### src/rtl/updown_count_sched_if.sv
// Request/command and counter-control bundle shared between the two
// requesters (master side) and the counter scheduler (slave side).
interface updown_count_sched_if #(
    parameter int WIDTH  = 4,
    parameter int STEP_W = 8
);
    logic [1:0]        req;
    logic [1:0]        op0;
    logic [STEP_W-1:0] arg0;
    logic [1:0]        op1;
    logic [STEP_W-1:0] arg1;
    logic [1:0]        gnt;
    logic              busy;
    logic              done;
    logic              done_id;
    logic              sat_err;
    logic              cnt_en;
    logic              cnt_dir;
    logic              cnt_load;
    logic [WIDTH-1:0]  load_val;
    logic [WIDTH-1:0]  count;

    modport master (
        output req, op0, arg0, op1, arg1,
        input  gnt, busy, done, done_id, sat_err,
        input  cnt_en, cnt_dir, cnt_load, load_val, count
    );

    modport slave (
        input  req, op0, arg0, op1, arg1,
        output gnt, busy, done, done_id, sat_err,
        output cnt_en, cnt_dir, cnt_load, load_val, count
    );
endinterface

### src/rtl/updown_count_sched.sv
// Two-requester round-robin command scheduler for an up/down counter.
// Owns the architectural count and drives enable/direction/load; a settle
// cycle separates every direction change from the next enabled step.
module updown_count_sched #(
    parameter int WIDTH  = 4,
    parameter int STEP_W = 8,
    parameter bit WRAP   = 1'b1
) (
    input  logic                 clk,
    input  logic                 rst,
    updown_count_sched_if.slave  bus
);
    localparam logic [1:0] OP_LOAD = 2'b00;
    localparam logic [1:0] OP_UP   = 2'b01;
    localparam logic [1:0] OP_DOWN = 2'b10;
    localparam logic [1:0] OP_HOLD = 2'b11;

    typedef enum logic [2:0] {IDLE, SETTLE, RUN, LOAD, HOLD, DONE} state_t;

    state_t            state, state_n;
    logic [WIDTH-1:0]  count_q;
    logic              dir_q;
    logic              rr_ptr;
    logic              owner;
    logic              sat_q;
    logic [STEP_W-1:0] rem;
    logic [WIDTH-1:0]  load_q;

    logic              grant;
    logic              win;
    logic [1:0]        sel_op;
    logic [STEP_W-1:0] sel_arg;
    logic              at_term;
    logic              step_sat;

    assign bus.count   = count_q;
    assign bus.cnt_dir = dir_q;

    // Arbitration, next-state decode and per-state control outputs.
    always_comb begin
        state_n      = state;
        grant        = 1'b0;
        win          = 1'b0;
        sel_op       = bus.op0;
        sel_arg      = bus.arg0;
        at_term      = 1'b0;
        step_sat     = 1'b0;
        bus.gnt      = 2'b00;
        bus.busy     = (state != IDLE);
        bus.done     = 1'b0;
        bus.done_id  = 1'b0;
        bus.sat_err  = 1'b0;
        bus.cnt_en   = 1'b0;
        bus.cnt_load = 1'b0;
        bus.load_val = '0;
        case (state)
            IDLE: begin
                if (!rst && bus.req != 2'b00) begin
                    grant   = 1'b1;
                    // Contention goes to rr_ptr; a lone request always wins.
                    win     = (bus.req == 2'b11) ? rr_ptr : bus.req[1];
                    bus.gnt = win ? 2'b10 : 2'b01;
                    sel_op  = win ? bus.op1  : bus.op0;
                    sel_arg = win ? bus.arg1 : bus.arg0;
                    case (sel_op)
                        OP_LOAD: state_n = LOAD;
                        OP_UP, OP_DOWN: begin
                            if (sel_arg == '0)
                                state_n = DONE;
                            else if ((sel_op == OP_UP) != dir_q)
                                state_n = SETTLE;
                            else
                                state_n = RUN;
                        end
                        default: state_n = (sel_arg == '0) ? DONE : HOLD;
                    endcase
                end
            end
            SETTLE: state_n = RUN;
            RUN: begin
                at_term = dir_q ? (count_q == {WIDTH{1'b1}}) : (count_q == '0);
                if (!WRAP && at_term) begin
                    // Step would cross a terminal value: suppress it and finish early.
                    step_sat = 1'b1;
                    state_n  = DONE;
                end else begin
                    bus.cnt_en = 1'b1;
                    if (rem == STEP_W'(1))
                        state_n = DONE;
                end
            end
            LOAD: begin
                bus.cnt_load = 1'b1;
                bus.load_val = load_q;
                state_n      = DONE;
            end
            HOLD: begin
                if (rem == STEP_W'(1))
                    state_n = DONE;
            end
            DONE: begin
                bus.done    = 1'b1;
                bus.done_id = owner;
                bus.sat_err = sat_q;
                state_n     = IDLE;
            end
            default: state_n = IDLE;
        endcase
    end

    // State, command capture, count/direction update and remaining-step counter.
    always_ff @(posedge clk) begin
        if (rst) begin
            state   <= IDLE;
            count_q <= '0;
            dir_q   <= 1'b1;
            rr_ptr  <= 1'b0;
            owner   <= 1'b0;
            sat_q   <= 1'b0;
            rem     <= '0;
            load_q  <= '0;
        end else begin
            state <= state_n;
            if (grant) begin
                owner  <= win;
                rem    <= sel_arg;
                load_q <= sel_arg[WIDTH-1:0];
                sat_q  <= 1'b0;
                if (bus.req == 2'b11)
                    rr_ptr <= ~win;
                // New direction becomes visible during the settle cycle, with cnt_en low.
                if (state_n == SETTLE)
                    dir_q <= ~dir_q;
            end
            if (bus.cnt_load)
                count_q <= load_q;
            if (bus.cnt_en) begin
                count_q <= dir_q ? count_q + 1'b1 : count_q - 1'b1;
                rem     <= rem - 1'b1;
            end
            if (state == HOLD)
                rem <= rem - 1'b1;
            if (step_sat)
                sat_q <= 1'b1;
        end
    end
endmodule
### src/flat_wrapper.sv
// flat-port wrapper written by rule: the top's interface ports become plain ports
module updown_count_sched_flat 
#(
    parameter int WIDTH  = 4,
    parameter int STEP_W = 8,
    parameter bit WRAP   = 1'b1
)
  (clk, rst, bus_req, bus_op0, bus_arg0, bus_op1, bus_arg1, bus_gnt, bus_busy, bus_done, bus_done_id, bus_sat_err, bus_cnt_en, bus_cnt_dir, bus_cnt_load, bus_load_val, bus_count);
  updown_count_sched_if #(.WIDTH(WIDTH), .STEP_W(STEP_W)) bus_i ();
  input  logic clk;
  input  logic rst;
  input wire logic [$bits(bus_i.req)-1:0] bus_req;
  input wire logic [$bits(bus_i.op0)-1:0] bus_op0;
  input wire logic [$bits(bus_i.arg0)-1:0] bus_arg0;
  input wire logic [$bits(bus_i.op1)-1:0] bus_op1;
  input wire logic [$bits(bus_i.arg1)-1:0] bus_arg1;
  output wire logic [$bits(bus_i.gnt)-1:0] bus_gnt;
  output wire logic [$bits(bus_i.busy)-1:0] bus_busy;
  output wire logic [$bits(bus_i.done)-1:0] bus_done;
  output wire logic [$bits(bus_i.done_id)-1:0] bus_done_id;
  output wire logic [$bits(bus_i.sat_err)-1:0] bus_sat_err;
  output wire logic [$bits(bus_i.cnt_en)-1:0] bus_cnt_en;
  output wire logic [$bits(bus_i.cnt_dir)-1:0] bus_cnt_dir;
  output wire logic [$bits(bus_i.cnt_load)-1:0] bus_cnt_load;
  output wire logic [$bits(bus_i.load_val)-1:0] bus_load_val;
  output wire logic [$bits(bus_i.count)-1:0] bus_count;
  assign bus_i.req = bus_req;
  assign bus_i.op0 = bus_op0;
  assign bus_i.arg0 = bus_arg0;
  assign bus_i.op1 = bus_op1;
  assign bus_i.arg1 = bus_arg1;
  assign bus_gnt = bus_i.gnt;
  assign bus_busy = bus_i.busy;
  assign bus_done = bus_i.done;
  assign bus_done_id = bus_i.done_id;
  assign bus_sat_err = bus_i.sat_err;
  assign bus_cnt_en = bus_i.cnt_en;
  assign bus_cnt_dir = bus_i.cnt_dir;
  assign bus_cnt_load = bus_i.cnt_load;
  assign bus_load_val = bus_i.load_val;
  assign bus_count = bus_i.count;
  updown_count_sched #(.WIDTH(WIDTH), .STEP_W(STEP_W), .WRAP(WRAP)) u_core (.clk(clk), .rst(rst), .bus(bus_i));
endmodule
### config.mk
export PLATFORM = sky130hd
export DESIGN_NAME = updown_count_sched_flat
export DESIGN_NICKNAME = d
export VERILOG_FILES = /design/src/rtl/updown_count_sched_if.sv /design/src/rtl/updown_count_sched.sv /design/src/flat_wrapper.sv
export SDC_FILE = /design/constraint.sdc
export NUM_CORES = 1
export LEC_CHECK = 0
export CAP_MARGIN = 20
export CORE_MARGIN = 5
export CORE_UTILIZATION = 33
export DETAILED_ROUTE_END_ITERATION = 8
export PLACE_DENSITY = 0.61
export SLEW_MARGIN = 25
export SYNTH_ARGS = -nofsm -noshare
export SYNTH_HDL_FRONTEND = slang
export SYNTH_SLANG_ARGS = --single-unit
### constraint.sdc
create_clock -name clk -period 7.1 [get_ports clk]
set_clock_uncertainty 0.1 [all_clocks]
set_input_delay 1.42 -clock clk [delete_from_list [all_inputs] [get_ports clk]]
set_output_delay 1.42 -clock clk [all_outputs]
set_load 0.02 [all_outputs]
# Word-level counts from Yosys, hierarchy flattened
# Index checks and enable logic that the tools add are counted.
# Widths: inputs -> output; s select.
# op_classes
add_sub_neg	3
bitwise	2
eq_ne	11
reduce_logical	13
muxes	30
# op_table
op	count
$mux 8	6
$mux 4	4
$pmux 3 s4	1
$mux 1	10
$mux 2	5
$mux 3	3
$eq 8x1->1 const B	1
$logic_not 8->1	1
$sub 8x1->8 const B	1
$eq 3x1->1 const B	2
$eq 3x2->1 const B	2
$eq 3x3->1 const B	2
$pmux 3 s2	1
$reduce_bool 3->1	2
$add 4x1->4 const B	1
$eq 2x2->1 const B	2
$reduce_and 2->1	2
$reduce_bool 2->1	2
$reduce_or 2->1	2
$sub 4x1->4 const B	1
$logic_not 3->1	1
$eq 2x1->1 const B	1
$logic_not 2->1	1
$not 1->1	2
3 further kinds	3
# word_totals
output_inout_bits	17
wordCells	66
input_bits	24
reg_bits	22

# Logic depth before layout (Yosys ltp)
# Gate-level depths: netlist (run 1).
# logic_depth
depth_word	12
depth_mapped	12
depth_no_buf	11

# Worst setup path before layout (run 1)
# Ideal clock, no wire load.
# synth_timing
kind	input-to-output
from	in rst
to	out bus_gnt[0]
slack_ns	3.240
required_time_ns	5.580
stages	5
arrival_time_ns	2.340
cell_sequence	o21bai_1 > or2_1 > buf_6 > buf_6 > nor2_1
# synth_via
elab_chain_len	4
# synth_rtl
element	line	text
start, declared	flat_wrapper.sv:11	input logic rst;
$logic_not 1->1	updown_count_sched.sv:58	if (!rst && bus.req != 2'b00) begin
$logic_and 1x1->1	updown_count_sched.sv:58	
$mux 2	updown_count_sched.sv:58	
$mux 2	updown_count_sched.sv:56	case (state)
end, declared	flat_wrapper.sv:17	output wire logic [$bits(bus_i.gnt)-1:0] bus_gnt;
# No other way between the ends.

# Worst setup path after layout (run 1)
# layout_timing
from	in rst
to	out bus_gnt[1]
# The elaborated chain is that of the path after synthesis.

==> results of run 1 <==
[worst max-delay path: stages]
cell	delay [ns]
clkdlybuf4s50_1	0.80
o21bai_1	0.37
or2_1	0.43
nor2_2	0.20
clkdlybuf4s50_1	0.62
[area by class of cell]
class / instances / area (um2)
Fill cell: 486 / 2660
Sequential cell: 22 / 440
Tap cell: 54 / 67.6
Timing Repair Buffer: 39 / 390
Clock buffer: 4 / 55.1
Inverter: 10 / 37.5
Multi-Input combinational cell: 148 / 980
[cells in the mapped netlist, types with 2 or more instances]
library cell	count	area, um2
a211oi_1	7	52.6
a21o_1	2	15.0
a21oi_1	11	55.1
a311oi_1	2	17.5
a31oi_1	4	25.0
and3_1	6	37.5
buf_2	2	10.0
buf_4	3	22.5
buf_6	4	45.0
clkbuf_1	3	11.3
dfxtp_1	22	440
ha_1	7	87.6
inv_1	10	37.5
mux2i_1	9	90.1
nand2_1	16	60.1
nand2b_1	2	12.5
nand3_1	2	10.0
nand4_1	2	12.5
nor2_1	31	116
nor2b_1	3	18.8
nor3_1	3	15.0
nor4_1	4	25.0
o211ai_1	2	15.0
o211ai_2	2	25.0
o21ai_0	4	20.0
xnor2_1	3	26.3
xor2_1	3	26.3
[per-layer routing]
metal,vias up,share of wire
met2,26,0.45
met1,620,0.51
met4,0,0.0061
met3,2,0.035
li1,747,-
met5,-,0
[how the worst max path moves through the flow]
| stage | start | to | slack [ns] | cells past startpoint |
|---|---|---|---|---|
| after floorplan | rst | bus_gnt[0] | 3.24 | 5 |
| after global placement | rst | bus_gnt[1] | 1.70 | 5 |
| after detailed placement | rst | bus_gnt[1] | 1.67 | 5 |
| after CTS | rst | bus_gnt[1] | 1.67 | 5 |
| after global routing | rst | bus_gnt[1] | 1.52 | 5 |
| final | rst | bus_gnt[1] | 1.73 | 5 |
[flip-flops by register name (all words and copies together) (netlist names)]
register	cells
u_core.rem	8
u_core.owner	1
u_core.bus.cnt_dir	1
u_core.bus.count	4
u_core.state	3
u_core.rr_ptr	1
u_core.load_q	4
[power breakdown]
group	internal, uW	total (uW)	switching (uW)	leakage, uW
Clock	49.4	90.2	40.8	0.0000288
Sequential	146	172	26.6	0.000180
Combinational	87.8	189	101	0.000614
Total	283	451	169	0.000823
[cell families after synthesis]
group | Yosys count
xor+xnor | 6
buf+inv | 22
simple gates | 79
flops | 22
mux | 9
compound gates | 45
fa+ha+maj | 8
other cells | 1
[per-stage QoR]
step                setup WS, ns  cells  cell area (um2)  power, uW
floorplan                   3.24    192             1550        314
global placement            1.70    273             1920        363
CTS                         1.67    277             1970        455
detailed placement          1.67    273             1920        364
global route                1.52    277             1970        487
finish                      1.73    277             1970        451
[cells in the final DEF (no fill, tap or decap), types with 2 or more instances in the layout]
master	n
mux2i_1	9
a211oi_1	7
o211ai_1	2
ha_1	7
nor2_1	31
dfxtp_1	22
a311oi_1	2
o21ai_0	4
and3_1	6
clkbuf_8	4
nor4_1	4
nor3_1	3
o211ai_2	2
nand4_1	2
a31oi_1	4
a21oi_1	11
a21o_1	2
nand2_1	16
xnor2_1	3
xor2_1	3
nor2b_1	3
inv_1	10
clkdlybuf4s50_1	39
nand2b_1	2
nand3_1	2
==> summary.txt, run 1 <==
Status = complete, no violations
Static leakage power = 0.000823 uW
VDD IR max = 0.111 mV
Synthesized net count = 224
CTS tree = yes
CTS Buf Count = 3
P&R area growth vs syn = 27.4%
Mean Syn Cell Area = 8.05 um2
Vias in the first global route = 1,311
Post-synthesis mux area share = 0.0583
MaxCap Viol Count = 0
Number of synthesized flops with an enable pin = 0
WL/cell = 13.5 um
Initial antenna violation count = 0
# hold bufs at CTS = 0
Yosys reg bits = 22
Clock-pin transition on the worst setup and hold timing paths = 0.08 ns
Root Driver = clkbuf_8
Total gr overflow = 0
Register-to-Register Path Depth = 9
Hold Path End = u_core.bus.count[2]
Diodes inserted = 0
Global-route wire length before repair = 6100 um
Fin Hold WS = 0.380 ns
DRC = 0
Buffers inserted during post-CTS setup optimization = 0
Mapped Area = 0.00155 mm2
H-tree levels = 1
Reg-to-reg startpoint = u_core.rr_ptr
Final WL = 3750 um
Latest clock arrival within the worst-skew pair = 0.26 ns
Tcrit/Tclk final = 0.756
Die width = 78.5 um
Routing usage on met3 = 0.0264
Hold/Removal Path Class = reg2reg
Fraction of layout cells with a size suffix above 1 = 0.0628
Largest net degree at the start of global routing = 23
Routability cong. = 0.867
First-pass iteration count of the detailed router = 4
Final core occ = 0.426
CTS resizes = 0
R2r setup slk = 4.31 ns
Hpwl dp = 2950 um
Achievable Freq = 0.186 GHz
Post-synth cell types = 50
I/O Buffers = 39
Via count = 1,395
Final Hold Fails = 0
Nets = 256
Via density = 5.04
GRT Max-Usage Layer = met2
Pwr Density = 229 mW/mm2
Die Area = 0.00616 mm2
CP required = 5.58 ns
Register area share after synthesis = 0.285
Relative slew margins = 0.421
Core area = 0.00463 mm2
Largest family of logic cells by synthesized area = simple AND/OR/NAND/NOR gates
Post-synthesis xor/xnor area fraction = 0.0340
Critical path class = in2out
GR Layer Usage met2 = 0.206
Fin crit period = 5.37 ns
Ys async rst share = 0
Die height = 78.5 um
Grt met1 use = 0.158
Clock Sinks = 22
ANT nets after route = 0
Synth Flop Type = dfxtp_1
DR iter-0 viols = 86
Synth Area in Compound Gates = 0.211
# setup viols final = 0
YS warnings = 0
Post-Synthesis Cells = 192
# IOs = 41
Worst hold start = u_core.bus.count[2]
CTS Buffer Depth = 2
Worst-path fanout max = 22
Critical Path End Type = output pin
Post-Synth Simple-Gate Area = 0.258
Tot GR Track Use = 0.122
CP Launch Type = primary input
Starting Density = 0.334
Post-synthesis adder-cell area fraction = 0.0696
TNS Setup = 0 ns
Worst-Margin Slew = 0.865 ns
RSZ-0062 raised after global routing = no
Site Rows = 25
R2R Path End = u_core.bus.cnt_dir
CP arrival = 3.85 ns
Slew Viols, Final = 0
Hold Crit Depth = 2
(Power assumes the default switching activity.)
==> run 2: changes to the inputs <==
==> constraint.sdc (replaced) <==
create_clock -name clk -period 5.3 [get_ports clk]
set_clock_uncertainty 0.1 [all_clocks]
set_input_delay 1.06 -clock clk [delete_from_list [all_inputs] [get_ports clk]]
set_output_delay 1.06 -clock clk [all_outputs]
set_load 0.02 [all_outputs]
==> run 2 against run 1 <==
Combinational power grew 33%; die area is the same; global-route usage barely moved; critical path depth rose by 1; design area grew 0.38%; count of clock-buffer cells in the layout unchanged; sequential power increased by 35%; non-clock buffer count rose by 1; critical endpoint unchanged; largest cell class unchanged.
==> summary.txt, run 2 (synthesis results as in run 1) <==
Die Area = 0.00616 mm2 (unchanged)
Nets = 257 (was 256)
Clock power share = 0.198 (was 0.200)
Site Rows = 25 (unchanged)
TNS Setup = 0 ns (unchanged)
ANT nets after route = 0 (unchanged)
Max reg flops = 8 (unchanged)
Relative slew margins = 0.413 (was 0.421)
Fraction of layout cells with a size suffix above 1 = 0.0670 (was 0.0628)
Largest net degree at the start of global routing = 23 (unchanged)
Global-route wire length before repair = 6130 um (was 6100 um)
Routability cong. = 0.807 (was 0.867)
Achievable Freq = 0.232 GHz
Cell Int Power = 379 uW (was 283 uW)
# IOs = 41 (unchanged)
Root Driver = clkbuf_8 (unchanged)
Initial antenna violation count = 0 (unchanged)
Die width = 78.5 um (unchanged)
Placed Cells = 274 (was 273)
DR iter-0 viols = 97 (was 86)
H-tree levels = 1 (unchanged)
Total gr overflow = 0 (unchanged)
CP most frequent cell = clkdlybuf4s50_1 (unchanged)
CP arrival = 3.15 ns (was 3.85 ns)
Largest Register = u_core.rem (unchanged)
Hpwl dp = 2950 um (about the same)
RSZ-0062 raised after global routing = no (unchanged)
Worst-Margin Slew = 0.877 ns (was 0.865 ns)
Flop pwr share = 0.384 (was 0.381)
Critical path class = in2out (unchanged)
Sw frac = 0.372 (was 0.373)
Post-Layout Cell Count = 278 (was 277)
Final Hold Fails = 0 (unchanged)
Via density = 5.10 (was 5.04)
MaxCap Viol Count = 0 (unchanged)
Total power draw = 603 uW (was 451 uW)
Core area = 0.00463 mm2 (unchanged)
Buffers inserted during post-CTS setup optimization = 0 (unchanged)
Via count = 1,419 (was 1,395)
CTS resizes = 0 (unchanged)
Slowest stage delay, CP = 0.62 ns (was 0.80 ns)
Most common cell after layout, fill and taps aside = clkdlybuf4s50_1 (unchanged)
CTS Buffer Depth = 2 (unchanged)
CP Launch Type = primary input (unchanged)
I/O Buffers = 39 (unchanged)
Part of the power in combinational logic = 0.418 (was 0.419)
Tcrit/Tclk final = 0.814
Fin crit period = 4.31 ns
Hold/Removal Path Class = reg2reg (unchanged)
Die height = 78.5 um (unchanged)
Latest clock arrival within the worst-skew pair = 0.26 ns (about the same)
Tot GR Track Use = 0.122 (about the same)
CTS tree = yes (unchanged)
Critical-path cell list = clkdlybuf4s50_1, buf_4, o21bai_1, or2_1, nor2_2, clkdlybuf4s50_1 (was clkdlybuf4s50_1, o21bai_1, or2_1, nor2_2, clkdlybuf4s50_1)
# setup viols final = 0 (unchanged)
Worst-path fanout max = 22 (unchanged)
P&R area growth vs syn = 27.9% (was 27.4%)
Clock Sinks = 22 (unchanged)
# hold bufs at CTS = 0 (unchanged)
Final WL = 3740 um (was 3750 um)
Diodes inserted = 0 (unchanged)
Most frequent cells in the layout = clkdlybuf4s50_1, nor2_1, dfxtp_1, nand2_1, a21oi_1 (unchanged)
VDD IR max = 0.189 mV (was 0.111 mV)
CTS Buf Count = 3 (unchanged)
Crit-path slowest cell = clkdlybuf4s50_1 (unchanged)
Status = complete, no violations (unchanged)
WL/cell = 13.4 um (was 13.5 um)
Switching power = 224 uW (was 169 uW)
Starting Density = 0.334 (unchanged)
Slew Viols, Final = 0 (unchanged)
First-pass iteration count of the detailed router = 4 (unchanged)
Pwr Density = 305 mW/mm2 (was 229 mW/mm2)
Vias in the first global route = 1,302 (was 1,311)
Critical Path End Type = output pin (unchanged)
CP required = 4.14 ns (was 5.58 ns)
Static leakage power = 0.000828 uW (was 0.000823 uW)
DRC = 0 (unchanged)
Clock-pin transition on the worst setup and hold timing paths = 0.08 ns (about the same)
## run 2: cell count changes in the layout (fill, tap and decap cells not counted), sizes merged
cell and delta:
buf +1
## run 2: final timing paths
path | cells past startpoint | start | to | slack, ns
worst max-delay path | 6 | rst | bus_gnt[1] | 0.99
worst min-delay path | 2 | u_core.bus.count[2] | u_core.bus.count[2] | 0.38
worst max register to register | 9 | u_core.rr_ptr | u_core.bus.cnt_dir | 2.53
worst min register to register | 2 | u_core.bus.count[2] | u_core.bus.count[2] | 0.38
## run 2: power groups by stage
stage	combinational, uW	clock, uW	sequential (uW)
after floorplan	194	0	226
after global placement	252	0	235
after detailed placement	252	0	235
after CTS	254	125	231
after global routing	284	133	237
final	252	119	232
## run 2: worst max-delay path: cells and delay by family
kind | cells | cell delay, ns
buffers and inverters | 3 | 1.22
AND/OR/NAND/NOR | 2 | 0.66
AO/OA/AOI/OAI | 1 | 0.21
## run 2: metrics by stage
| step | worst slack [ns] | utilization | hold WS [ns] | instance area (um2) |
|---|---|---|---|---|
| after floorplan | 2.16 | - | 0.347 | 1550 |
| after global placement | 1.01 | 0.415 | 0.365 | 1920 |
| after detailed placement | 0.989 | 0.415 | 0.374 | 1920 |
| after CTS | 0.985 | 0.427 | 0.388 | 1980 |
| after global routing | 0.870 | 0.427 | 0.412 | 1980 |
| final | 0.987 | 0.427 | 0.380 | 1980 |
## run 2: area by class of cell
| cell class | instances | area (um2) |
|---|---|---|
| clock buffers | 4 | 55.1 |
| well taps | 54 | 67.6 |
| fillers | 481 | 2650 |
| inverters | 10 | 37.5 |
| multi-input cells | 148 | 980 |
| repair buffers | 40 | 398 |
| flip-flops and latches | 22 | 440 |
## run 2: routing by layer
metal,track usage,part of all wire,up-vias
met3,0.0298,0.051,2
li1,-,-,748
met1,0.168,0.49,635
met4,0.0210,0.0051,0
met5,0,0,-
met2,0.197,0.45,34
==> run 3: changes to the inputs <==
==> constraint.sdc (replaced) <==
create_clock -name clk -period 4.11 [get_ports clk]
set_clock_uncertainty 0.1 [all_clocks]
set_input_delay 0.822 -clock clk [delete_from_list [all_inputs] [get_ports clk]]
set_output_delay 0.822 -clock clk [all_outputs]
set_load 0.02 [all_outputs]
==> run 3 against run 2 <==
Worst hold slack better by 0.0015 ns; power is 26% higher; count of clock-buffer cells in the layout is 1 lower; sequential share of layout area hardly changed; critical path depth is 1 lower; cell count is 0.36% higher; die area stayed put; design area hardly changed; clock power is 14% higher; core utilization hardly changed; critical endpoint unchanged; highest routed layer unchanged.
==> summary.txt, run 3 (synthesis results as in run 1) <==
Status = complete, no violations (unchanged)
First-pass iteration count of the detailed router = 4 (unchanged)
Initial antenna violation count = 0 (unchanged)
Largest Register = u_core.rem (unchanged)
Final Hold Fails = 0 (unchanged)
Hold/Removal Path Class = reg2reg (unchanged)
Worst-path fanout max = 3 (was 22)
DR iter-0 viols = 60 (was 97)
Fin crit period = 3.47 ns
Via count = 1,426 (was 1,419)
MaxCap Viol Count = 0 (unchanged)
Clock-pin transition on the worst setup and hold timing paths = 0.08 ns (about the same)
Global-route wire length before repair = 6250 um (was 6130 um)
Routability cong. = 0.784 (was 0.807)
CP arrival = 2.55 ns (was 3.15 ns)
# IOs = 41 (unchanged)
Switching power = 291 uW (was 224 uW)
CTS tree = yes (unchanged)
Die height = 78.5 um (unchanged)
Slowest stage delay, CP = 0.62 ns (about the same)
# setup viols final = 0 (unchanged)
Register Area = 440 um2 (unchanged)
Die Area = 0.00616 mm2 (unchanged)
ANT nets after route = 0 (unchanged)
Achievable Freq = 0.288 GHz
# hold bufs at CTS = 0 (unchanged)
Root Driver = clkbuf_8 (unchanged)
VDD IR max = 0.164 mV (was 0.189 mV)
I/O Buffers = 39 (unchanged)
Placed Cells = 276 (was 274)
CTS resizes = 0 (unchanged)
H-tree levels = 1 (unchanged)
WL/cell = 13.6 um (was 13.4 um)
Relative slew margins = 0.412 (was 0.413)
Post-Layout Cell Count = 279 (was 278)
Static leakage power = 0.000830 uW (was 0.000828 uW)
Part of the power in combinational logic = 0.432 (was 0.418)
Final WL = 3780 um (was 3740 um)
CTS Buffer Depth = 2 (unchanged)
Nets = 259 (was 257)
Flop pwr share = 0.390 (was 0.384)
CP most frequent cell = clkdlybuf4s50_1 (unchanged)
Multi-input gate area = 980 um2 (unchanged)
Site Rows = 25 (unchanged)
Clock Sinks = 22 (unchanged)
CTS Buf Count = 3 (unchanged)
Via density = 5.11 (was 5.10)
Tcrit/Tclk final = 0.844
Cell Int Power = 472 uW (was 379 uW)
Max reg flops = 8 (unchanged)
Vias in the first global route = 1,386 (was 1,302)
Critical-path cell list = clkdlybuf4s50_1, o21bai_1, or2_1, nor2_2, clkdlybuf4s50_1 (was clkdlybuf4s50_1, buf_4, o21bai_1, or2_1, nor2_2, clkdlybuf4s50_1)
Critical path class = in2out (unchanged)
Worst-Margin Slew = 0.879 ns (was 0.877 ns)
Hpwl dp = 3030 um (was 2950 um)
Sw frac = 0.381 (was 0.372)
Pwr Density = 385 mW/mm2 (was 305 mW/mm2)
Core area = 0.00463 mm2 (unchanged)
Most frequent cells in the layout = clkdlybuf4s50_1, nor2_1, dfxtp_1, nand2_1, a21oi_1 (unchanged)
Largest net degree at the start of global routing = 22 (was 23)
TNS Setup = 0 ns (unchanged)
Crit-path slowest cell = clkdlybuf4s50_1 (unchanged)
Buffers inserted during post-CTS setup optimization = 0 (unchanged)
Slew Viols, Final = 0 (unchanged)
Total gr overflow = 0 (unchanged)
DRC = 0 (unchanged)
Fraction of layout cells with a size suffix above 1 = 0.0711 (was 0.0670)
Most common cell after layout, fill and taps aside = clkdlybuf4s50_1 (unchanged)
Critical Path End Type = output pin (unchanged)
Die width = 78.5 um (unchanged)
Starting Density = 0.334 (unchanged)
R2r setup slk = 1.63 ns (was 2.53 ns)
# fillers = 486 (was 481)
CP required = 3.19 ns (was 4.14 ns)
CP Launch Type = primary input (unchanged)
Diodes inserted = 0 (unchanged)
P&R area growth vs syn = 28.0% (was 27.9%)
Clock power share = 0.178 (was 0.198)
Tot GR Track Use = 0.126 (was 0.122)
RSZ-0062 raised after global routing = no (unchanged)
Latest clock arrival within the worst-skew pair = 0.26 ns (about the same)
==> run 3: cell types whose count changed in the layout (fill, tap and decap cells not counted) <==
cell | previous run | this run
buf_4 | 1 | 3
clkbuf_8 | 4 | 3
==> run 3: area by class of cell <==
| type | count | share of cell area |
|---|---|---|
| Clock buffer | 3 | 0.0209 |
| Inverter | 10 | 0.0190 |
| Multi-Input combinational cell | 148 | 0.495 |
| Sequential cell | 22 | 0.223 |
| Tap cell | 54 | 0.0341 |
| Timing Repair Buffer | 42 | 0.209 |
==> run 3: path summary, 6_finish.rpt <==
path                        from                  end  depth (start not counted)
max                   bus_req[0]           bus_gnt[1]                          5
min          u_core.bus.count[2]  u_core.bus.count[2]                          2
max reg2reg        u_core.rr_ptr   u_core.bus.cnt_dir                          9
min reg2reg  u_core.bus.count[2]  u_core.bus.count[2]                          2
==> run 3: per-stage QoR <==
step / utilization / hold WS, ns / setup slack (ns) / instance area (um2) / power (uW)
global route: 0.428 / 0.390 / 0.541 / 1980 / 818
floorplan: - / 0.347 / 1.21 / 1550 / 543
CTS: 0.428 / 0.384 / 0.640 / 1980 / 770
finish: 0.428 / 0.381 / 0.640 / 1980 / 763
detailed placement: 0.419 / 0.372 / 0.633 / 1940 / 632
global placement: 0.419 / 0.373 / 0.660 / 1940 / 630
==> run 3: critical path, delay by kind of cell <==
family | cells | cell delay [ns]
buffers and inverters | 2 | 1.17
AOI/OAI and AO/OA | 1 | 0.12
and+or+nand+nor | 2 | 0.43
==> run 3: per-layer routing <==
layer	vias up	global-route usage	part of all wire	wire length, um
met3	4	0.0321	0.043	161
met4	0	0.0262	0.0093	35
met2	28	0.211	0.46	1740
li1	747	-	-	-
met5	-	0	0	0
met1	647	0.163	0.49	1850
==> run 3: power by group through the flow <==
stage	logic, uW	registers (uW)	clock network, uW
floorplan	251	292	0
global placement	328	302	0
detailed placement	330	302	0
CTS	332	297	141
global route	367	304	147
finish	330	297	136
